`src/rtl/psi_inv_stream.sv`:
```
// rtl/psi_inv_stream.sv - streams inverse twiddles psi^-bitrev(i) mod 65537 over valid/ready
// Value for k = bitrev(i) is 2^-k = q - 2^(16-k), since 2^16 = -1 mod q.
module psi_inv_stream #(
    parameter int LOGN = 4,
    parameter int W    = 17
) (
    input  logic            clk,
    input  logic            rst_n,
    input  logic            start,
    input  logic            desc,
    output logic            out_valid,
    input  logic            out_ready,
    output logic [W-1:0]    out_value,
    output logic [LOGN-1:0] out_index,
    output logic            out_last,
    output logic            busy,
    output logic            done,
    output logic [W-1:0]    n_inv
);
    localparam int N = 1 << LOGN;
    localparam logic [LOGN:0]   BEATS   = (LOGN+1)'(N);
    localparam logic [LOGN:0]   LAST_NB = (LOGN+1)'(N - 1);
    localparam logic [LOGN-1:0] MAX_IDX = LOGN'(N - 1);
    localparam logic [W-1:0]    Q       = W'(65537);
    localparam logic [W-1:0]    ONE     = W'(1);
    localparam logic [LOGN:0]   SH      = (LOGN+1)'(16);

    typedef enum logic {IDLE, RUN} state_t;

    state_t          state_q, state_d;
    logic            desc_q, desc_d;
    logic [LOGN-1:0] cnt_q, cnt_d;
    logic [LOGN:0]   beats_q, beats_d;
    logic            valid_q, valid_d;
    logic [W-1:0]    value_q, value_d;
    logic [LOGN-1:0] index_q, index_d;
    logic            last_q, last_d;
    logic            busy_q, busy_d;
    logic            done_q, done_d;

    logic [LOGN-1:0] k;
    logic [W-1:0]    pow;
    logic [W-1:0]    val;
    logic            load;
    logic            accept;

    always_comb begin
        k = '0;
        for (int j = 0; j < LOGN; j++) begin
            k[j] = cnt_q[LOGN-1-j];
        end
        pow = ONE << (SH - {1'b0, k});
        val = (k == '0) ? ONE : (Q - pow);
    end

    assign accept = valid_q && out_ready;
    assign load   = (state_q == RUN) && (beats_q != BEATS) && (!valid_q || out_ready);

    always_comb begin
        state_d = state_q;
        desc_d  = desc_q;
        cnt_d   = cnt_q;
        beats_d = beats_q;
        valid_d = valid_q;
        value_d = value_q;
        index_d = index_q;
        last_d  = last_q;
        busy_d  = busy_q;
        done_d  = 1'b0;
        case (state_q)
            IDLE: begin
                if (start) begin
                    state_d = RUN;
                    desc_d  = desc;
                    cnt_d   = desc ? MAX_IDX : '0;
                    beats_d = '0;
                    busy_d  = 1'b1;
                end
            end
            RUN: begin
                if (accept && last_q) begin
                    state_d = IDLE;
                    busy_d  = 1'b0;
                    done_d  = 1'b1;
                    valid_d = 1'b0;
                    last_d  = 1'b0;
                end else if (load) begin
                    valid_d = 1'b1;
                    value_d = val;
                    index_d = cnt_q;
                    last_d  = (beats_q == LAST_NB);
                    beats_d = beats_q + 1'b1;
                    // saturate at the end index so the counter never wraps
                    if (desc_q) begin
                        if (cnt_q != '0) cnt_d = cnt_q - 1'b1;
                    end else begin
                        if (cnt_q != MAX_IDX) cnt_d = cnt_q + 1'b1;
                    end
                end else if (accept) begin
                    valid_d = 1'b0;
                end
            end
            default: state_d = IDLE;
        endcase
    end

    always_ff @(posedge clk) begin
        if (!rst_n) begin
            state_q <= IDLE;
            desc_q  <= 1'b0;
            cnt_q   <= '0;
            beats_q <= '0;
            valid_q <= 1'b0;
            value_q <= '0;
            index_q <= '0;
            last_q  <= 1'b0;
            busy_q  <= 1'b0;
            done_q  <= 1'b0;
        end else begin
            state_q <= state_d;
            desc_q  <= desc_d;
            cnt_q   <= cnt_d;
            beats_q <= beats_d;
            valid_q <= valid_d;
            value_q <= value_d;
            index_q <= index_d;
            last_q  <= last_d;
            busy_q  <= busy_d;
            done_q  <= done_d;
        end
    end

    assign out_valid = valid_q;
    assign out_value = value_q;
    assign out_index = index_q;
    assign out_last  = last_q;
    assign busy      = busy_q;
    assign done      = done_q;
    assign n_inv     = W'(61441);

endmodule

```
`config.mk`:
```
export PLATFORM = sky130hd
export DESIGN_NAME = psi_inv_stream
export DESIGN_NICKNAME = d
export VERILOG_FILES = /design/src/rtl/psi_inv_stream.sv
export SDC_FILE = /design/constraint.sdc
export NUM_CORES = 1
export LEC_CHECK = 0
export BUFFER_PORTS_ARGS = -buffer_cell sky130_fd_sc_hd__buf_2
export CAP_MARGIN = 20
export CORE_ASPECT_RATIO = 0.6
export CORE_MARGIN = 10
export CORE_UTILIZATION = 53
export DETAILED_ROUTE_END_ITERATION = 8
export GPL_ROUTABILITY_DRIVEN = 0
export GPL_TIMING_DRIVEN = 0
export PLACE_DENSITY = 0.79
export SLEW_MARGIN = 20
export SYNTH_ARGS = -nofsm -noshare
export SYNTH_HDL_FRONTEND = slang
export SYNTH_SLANG_ARGS = --single-unit
```
`constraint.sdc`:
```
create_clock -name clk -period 3.3 [get_ports clk]
set_clock_uncertainty 0.15 [all_clocks]
set_input_delay 0.495 -clock clk [delete_from_list [all_inputs] [get_ports clk]]
set_output_delay 0.495 -clock clk [all_outputs]
set_load 0.01 [all_outputs]
```
==> impl_metrics.tcl, run 1 <==
set metrics [dict create \
    critical_path_class "flop to flop" \
    routedWlPerCell_um 15.7 \
    diodes 0 \
    drc 0 \
    first_global_vias 1791 \
    syn_area_per_cell_sq_um 7.92 \
    crit_slowest_cell "clkbuf_1" \
    p_seq_share_pct 43.1 \
    cts_tree "done" \
    antenna_found_initial 0 \
    initial_utilization_pct 55.1 \
    required_ns 3.32 \
    timing.fmax_mhz 349 \
    pin_count 47 \
    synth-warning-count 0 \
    setup_viol 0 \
    path_cells "clkbuf_1 -> clkbuf_1 -> buf_2 -> nand3b_1 -> ha_1 -> clkbuf_1 -> nor4b_1 -> o21ai_0 -> o311ai_1 -> a21oi_1" \
    cts_setup_buffers 0 \
    report.final.slew_viol_count 0 \
    vias_per_cell 5.48 \
    crit_family "buffers and inverters" \
    worstPathBufferInverterCount 4 \
    synth_top_area_share_pct 35.5 \
    grt_pass1_wl_um 9110 \
    power_frac_clock_pct 36.8 \
    slew_headroom_pct 61.9 \
    synthTopCellsByCount "dfxtp_1 (36), nand2_1 (35), a21oi_1 (26)" \
    hp-class "flop to flop" \
    async_flop_share_pct 0 \
    setup_slack_ns 0.432 \
    clock_path_buffers 2 \
    p_int_mw 0.761 \
    synth_cell_type_count 57 \
    cts_resized 0 \
    seqCellArea_sq_um 721 \
    setup_tns_ns 0 \
    clock_sinks 36 \
    final_hold_viol_count 0 \
    worstMarginPinSlew_ns 0.572 \
    fin_crit_ns 2.87 \
    grt_setup_unrepaired "no" \
    core_area_sq_um 3680 \
    numPortBuffers 29 \
    synthFlopType "dfxtp_1" \
    p_sw_mw 0.329 \
    synth_area_sq_um 2030 \
    endpoint_kind "flop" \
    ys_seq_area_share_pct 35.5 \
    final_core_utilization_pct 65.2 \
    placedCellCount 347 \
    synthCells 256 \
    place_worst_setup_slack_ns 0.497 \
    ys_seq_elements 36 \
    swShare_pct 30.2 \
    cts_inserted_buffers 5 \
    die-width_um 99.9 \
    multiInputGateArea_sq_um 1110 \
    die-area_sq_um 6780 \
    rows 17 \
    yosysMostFrequentCell "dfxtp_1" \
    period_share_pct 86.9 \
    root_buffer "clkbuf_8" \
    cts_hold_buf 0 \
    routed_wl_um 5570 \
    slowest_delay_ns 0.41 \
    peakVddDrop_mv 0.314 \
    die-height_um 67.9 \
    dpl.hpwl_um 4140 \
    synth-edff-count 0 \
    dr_total_vias 1947 \
    cts.clk_slew.worst_paths_ns 0.08 \
    grt_max_degree 13 \
    max-cap-violations 0 \
    cp-start-kind "flop" \
    worstSkewPairLatency_ns 0.30 \
    postRouteAntennaNets 0 \
    overflow 0 \
    combPwrFrac_pct 20.0 \
    yosys.area.top_type "dfxtp_1" \
    nFillCells 353 \
    dr.pass1.iters 5 \
    ys_top_cells_by_area "dfxtp_1 (36%), buf_4 (6.7%), nand2_1 (6.5%)" \
    worstHoldStart "out_value[15]$_SDFFE_PN0P_" \
    cts_max_level 2 \
    finish.net_count 319 \
    p_leak_nw 1.02 \
    status "finished, final reports clean" \
    layout.cells.non_filler 355 \
    crit_top_cell "clkbuf_1" \
    grt_usage_pct 17.0 \
    r2r_start "cnt_q[0]$_SDFFE_PN0P_" \
    area_growth_pct 18.3 \
    cp_max_fo 10 \
    power_density_nw_per_um2 454 \
    drt_iter0_drc 178 \
    drive_gt1_share_pct 21.1 \
    arrival_ns 2.89 \
    setup.worst_path.start "cnt_q[0]$_SDFFE_PN0P_" \
]
registers in the layout, summed over array words and instances, names as in the netlist:
| register | flops |
|---|---|
| beats_q | 5 |
| busy | 1 |
| cnt_q | 4 |
| desc_q | 1 |
| done | 1 |
| out_index | 4 |
| out_last | 1 |
| out_valid | 1 |
| out_value | 17 |
| state_q | 1 |
tightest hold or removal path, delay by kind of cell (launching register included):
kind | cells | cell delay (ns)
DFF | 1 | 0.31
AOI/OAI and AO/OA | 1 | 0.05
and+or+nand+nor | 1 | 0.05
power by group through the flow:
| stage | clock, mW | sequential [mW] | combinational (mW) |
|---|---|---|---|
| 2_1_floorplan | 0 | 0.484 | 0.150 |
| 3_3_place_gp | 0 | 0.479 | 0.207 |
| 3_5_place_dp | 0 | 0.480 | 0.212 |
| 4_1_cts | 0.405 | 0.470 | 0.214 |
| 5_1_grt | 0.421 | 0.472 | 0.243 |
| 6_report | 0.402 | 0.470 | 0.218 |
metrics by stage:
stage	power, mW	hold slack [ns]	cell area (sq um)
global placement	0.686	0.286	2290
detailed placement	0.692	0.293	2290
global route	1.14	0.319	2400
CTS	1.09	0.304	2400
floorplan	0.634	0.324	2080
finish	1.09	0.301	2400
cell type report:
type / instances / area share, %
Clock buffer: 5 / 2.87
Inverter: 10 / 1.56
Sequential cell: 36 / 30.0
Tap cell: 47 / 2.45
Multi-Input combinational cell: 189 / 46.3
Buffer: 36 / 8.97
Timing Repair Buffer: 29 / 6.05
Clock inverter: 3 / 1.77
cell families after synthesis:
group,share of synthesized area [%]
AO/OA/AOI/OAI,20.4
XOR/XNOR,1.73
adder cells (fa/ha/maj),5.18
buffers and inverters,12.5
flip-flops,35.5
multiplexers,0.987
other,0.370
AND/OR/NAND/NOR,23.3
path summary, 6_finish.rpt:
kind                                endpoint  slack [ns]  cells after the start
setup / recovery  out_value[13]$_SDFFE_PN0P_        0.43                     10
hold / removal    out_value[15]$_SDFFE_PN0P_        0.30                      2
setup reg to reg  out_value[13]$_SDFFE_PN0P_        0.43                     10
hold reg to reg   out_value[15]$_SDFFE_PN0P_        0.30                      2
routing by layer:
| metal | GRT usage (%) | vias to the layer above | share of wire (%) | routed length [um] |
|---|---|---|---|---|
| li1 | - | 960 | - | - |
| met1 | 22.1 | 896 | 45 | 2530 |
| met2 | 24.8 | 83 | 44 | 2450 |
| met3 | 6.23 | 8 | 9.3 | 520 |
| met4 | 7.65 | 0 | 1.3 | 72 |
| met5 | 0 | - | 0 | 0 |
layout by cell type, fill, tap and decap left out, types with 3 or more instances in the layout:
cell and count:
a211oi_1 3, a21oi_1 26, and3_1 4, buf_2 33, buf_4 18, clkbuf_1 12, clkbuf_8 5, conb_1 17
dfxtp_1 36, ha_1 6, inv_1 8, nand2_1 35, nand2b_1 5, nand3_1 11, nor2_1 17, nor2b_1 5
nor3_1 4, o21a_1 3, o21ai_0 9
No activity file was read; power rests on OpenSTA's default activity.
==> run 2, diff against run 1 <==
--- a/config.mk
+++ b/config.mk
@@ -5,10 +5,10 @@
 export SDC_FILE = /design/constraint.sdc
 export NUM_CORES = 1
 export LEC_CHECK = 0
+export ABC_AREA = 1
 export BUFFER_PORTS_ARGS = -buffer_cell sky130_fd_sc_hd__buf_2
 export CAP_MARGIN = 20
 export CORE_ASPECT_RATIO = 0.6
-export CORE_MARGIN = 10
 export CORE_UTILIZATION = 53
 export DETAILED_ROUTE_END_ITERATION = 8
 export GPL_ROUTABILITY_DRIVEN = 0
==> run 2 against run 1 <==
Compared with the run above:
- wire length is 20% lower
- count of clock-buffer cells in the layout is 2 higher
- synthesized cell count is 8.6% higher
- cell count is 5.6% higher
- critical path type unchanged
- largest cell class unchanged
==> impl_metrics.tcl, run 2 <==
set metrics [dict create \
    status "finished, final reports clean" \
    setup_tns_ns 0 \
    synth_compound_area_share_pct 13.0 \
    yosys.area.top_type "dfxtp_1" \
    numPortBuffers 29 \
    cts_tree "done" \
    die-area_sq_um 3960 \
    grt_usage_pct 24.2 \
    routed_wl_um 4470 \
    postRouteAntennaNets 0 \
    grt_setup_unrepaired "no" \
    syn_area_per_cell_sq_um 7.07 \
    cts_inserted_buffers 5 \
    synthFlopType "dfxtp_1" \
    power_density_nw_per_um2 483 \
    grt_max_degree 12 \
    rows 16 \
    initial_utilization_pct 57.7 \
    root_buffer "clkbuf_8" \
    antenna_found_initial 0 \
    final_hold_viol_count 0 \
    p_leak_nw 1.15 \
    peakVddDrop_mv 0.278 \
    drive_gt1_share_pct 23.3 \
    synth-warning-count 0 \
    cts_hold_buf 0 \
    critical_path_class "flop to flop" \
    diodes 0 \
    max-cap-violations 0 \
    cp-start-kind "flop" \
    dr_total_vias 1871 \
    crit_slowest_cell "fa_1" \
    synthAdderAreaFrac_pct 4.84 \
    hold_ws_ns 0.304 \
    overflow 0 \
    largest_reg_flops 17 \
    clock_sinks 36 \
    path_cells "buf_2 -> inv_1 -> fa_1 -> xor2_1 -> o21ai_0 -> inv_1 -> nand3_1 -> nand2_1 -> nor2_1" \
    dpl.hpwl_um 3300 \
    synth_cell_type_count 30 \
    timing.fmax_mhz 499 \
    dr.pass1.iters 4 \
    arrival_ns 2.09 \
    worstSkewPairLatency_ns 0.29 \
    vias_per_cell 4.99 \
    endpoint_kind "flop" \
    muxShareOfSynthArea_pct 0 \
    drc 0 \
    synth_top_family_by_area "simple AND/OR/NAND/NOR gates" \
    die-width_um 80.6 \
    cts_setup_buffers 0 \
    report.final.slew_viol_count 0 \
    clock_path_buffers 2 \
    placed_cell_area_sq_um 2220 \
    slowest_delay_ns 0.40 \
    cts_resized 0 \
    pin_count 47 \
    slew_headroom_pct 65.0 \
    stdcell_area_sq_um 2350 \
    final_core_utilization_pct 69.0 \
    ys_seq_elements 36 \
    crit_top_cell "inv_1" \
    ys_seq_area_share_pct 36.7 \
    worstMarginPinSlew_ns 0.525 \
    synthCells 278 \
    required_ns 3.39 \
    synth-edff-count 0 \
    async_flop_share_pct 0 \
    synth-xor-area-share_pct 1.78 \
    die-height_um 49.2 \
    final_common_cell "nand2_1" \
    synthTopCellsByCount "nand2_1 (62), dfxtp_1 (36), a21oi_1 (32)" \
    first_global_vias 1503 \
    synth_top_area_share_pct 36.7 \
    most-common-layout-cells "nand2_1 (62), dfxtp_1 (36), buf_2 (34), a21oi_1 (32), nor2_1 (30)" \
    finish.net_count 341 \
    cp_max_fo 10 \
    yosys.area_share.simple_pct 28.1 \
    cts_max_level 2 \
    grt_pass1_wl_um 7180 \
    ys_top_cells_by_area "dfxtp_1 (37%), nand2_1 (12%), a21oi_1 (8.2%)" \
    synth_area_sq_um 1960 \
    area_growth_pct 19.6 \
    setup_viol 0 \
    fin_crit_ns 2.01 \
    core_area_sq_um 3400 \
    cts.clk_slew.worst_paths_ns 0.07 \
    hp-class "input port to flop" \
    yosysMostFrequentCell "nand2_1" \
    routedWlPerCell_um 11.9 \
    period_share_pct 60.8 \
    drt_iter0_drc 131 \
]
==> run 2: cell count changes in the layout (fill, tap and decap cells not counted), sizes merged, moves of 3 or more <==
| cell | delta |
|---|---|
| nand2b | -5 |
| clkbuf | -8 |
| inv | +18 |
| a21oi | +6 |
| nand3 | +5 |
| and3 | -4 |
| nor2b | -5 |
| nor3 | -3 |
| o21ai | +4 |
| nand4 | +6 |
| a211oi | -4 |
| nor2 | +17 |
| nand2 | +29 |
==> run 2: area by class of cell <==
class                      count  area [sq um]
buffer                        28           198
clock buffer                   7          96.3
clock inverter                 1          30.0
fill                         293          1050
inverter                      27           101
multi-input combinational    202          1000
sequential                    36           721
tap                           45          56.3
timing repair buffer          29           145
==> run 2: stage by stage <==
stage,power [mW],setup slack [ns],std cells
finish,1.13,1.29,375
global route,1.19,1.23,375
CTS,1.14,1.34,375
detailed placement,0.709,1.35,367
global placement,0.707,1.40,367
floorplan,0.655,1.60,293
==> run 2: critical path: cells and delay by family, from the launching register on <==
kind	cells	cell delay [ns]
buffers and inverters	3	0.49
and+or+nand+nor	3	0.21
xor gates and xnor gates	1	0.15
adders and majority gates	1	0.40
DFF	1	0.38
AOI/OAI and AO/OA	1	0.18
==> run 2: layer usage <==
layer  part of all wire [%]  GRT usage [%]  routed length [um]
met1                     51           36.6                2300
met2                     40           33.2                1780
met3                    7.6           6.17                 340
met4                    1.1           7.14                  48
met5                      0              0                   0
==> run 2: cell families (layout without fill, tap and decap cells) <==
group | count (synthesis) | count (layout)
fa+ha+maj | 7 | 7
buf+inv | 55 | 92
xor+xnor | 4 | 4
other cells | 2 | 17
compound gates | 49 | 49
simple gates | 125 | 125
flops | 36 | 36
==> run 2: power by group <==
group	total [mW]	internal (mW)	switching, mW
registers	0.476	0.458	0.0178
logic	0.232	0.0840	0.148
clock network	0.427	0.267	0.160
total	1.13	0.809	0.326
==> run 2: worst paths after layout <==
path | startpoint | to | slack, ns | depth (start not counted)
max | cnt_q[1]$_SDFFE_PN0P_ | cnt_q[2]$_SDFFE_PN0P_ | 1.29 | 9
min | desc | desc_q$_SDFFE_PN0P_ | 0.30 | 3
max reg2reg | cnt_q[1]$_SDFFE_PN0P_ | cnt_q[2]$_SDFFE_PN0P_ | 1.29 | 9
min reg2reg | out_value[10]$_SDFFE_PN0P_ | out_value[10]$_SDFFE_PN0P_ | 0.32 | 2
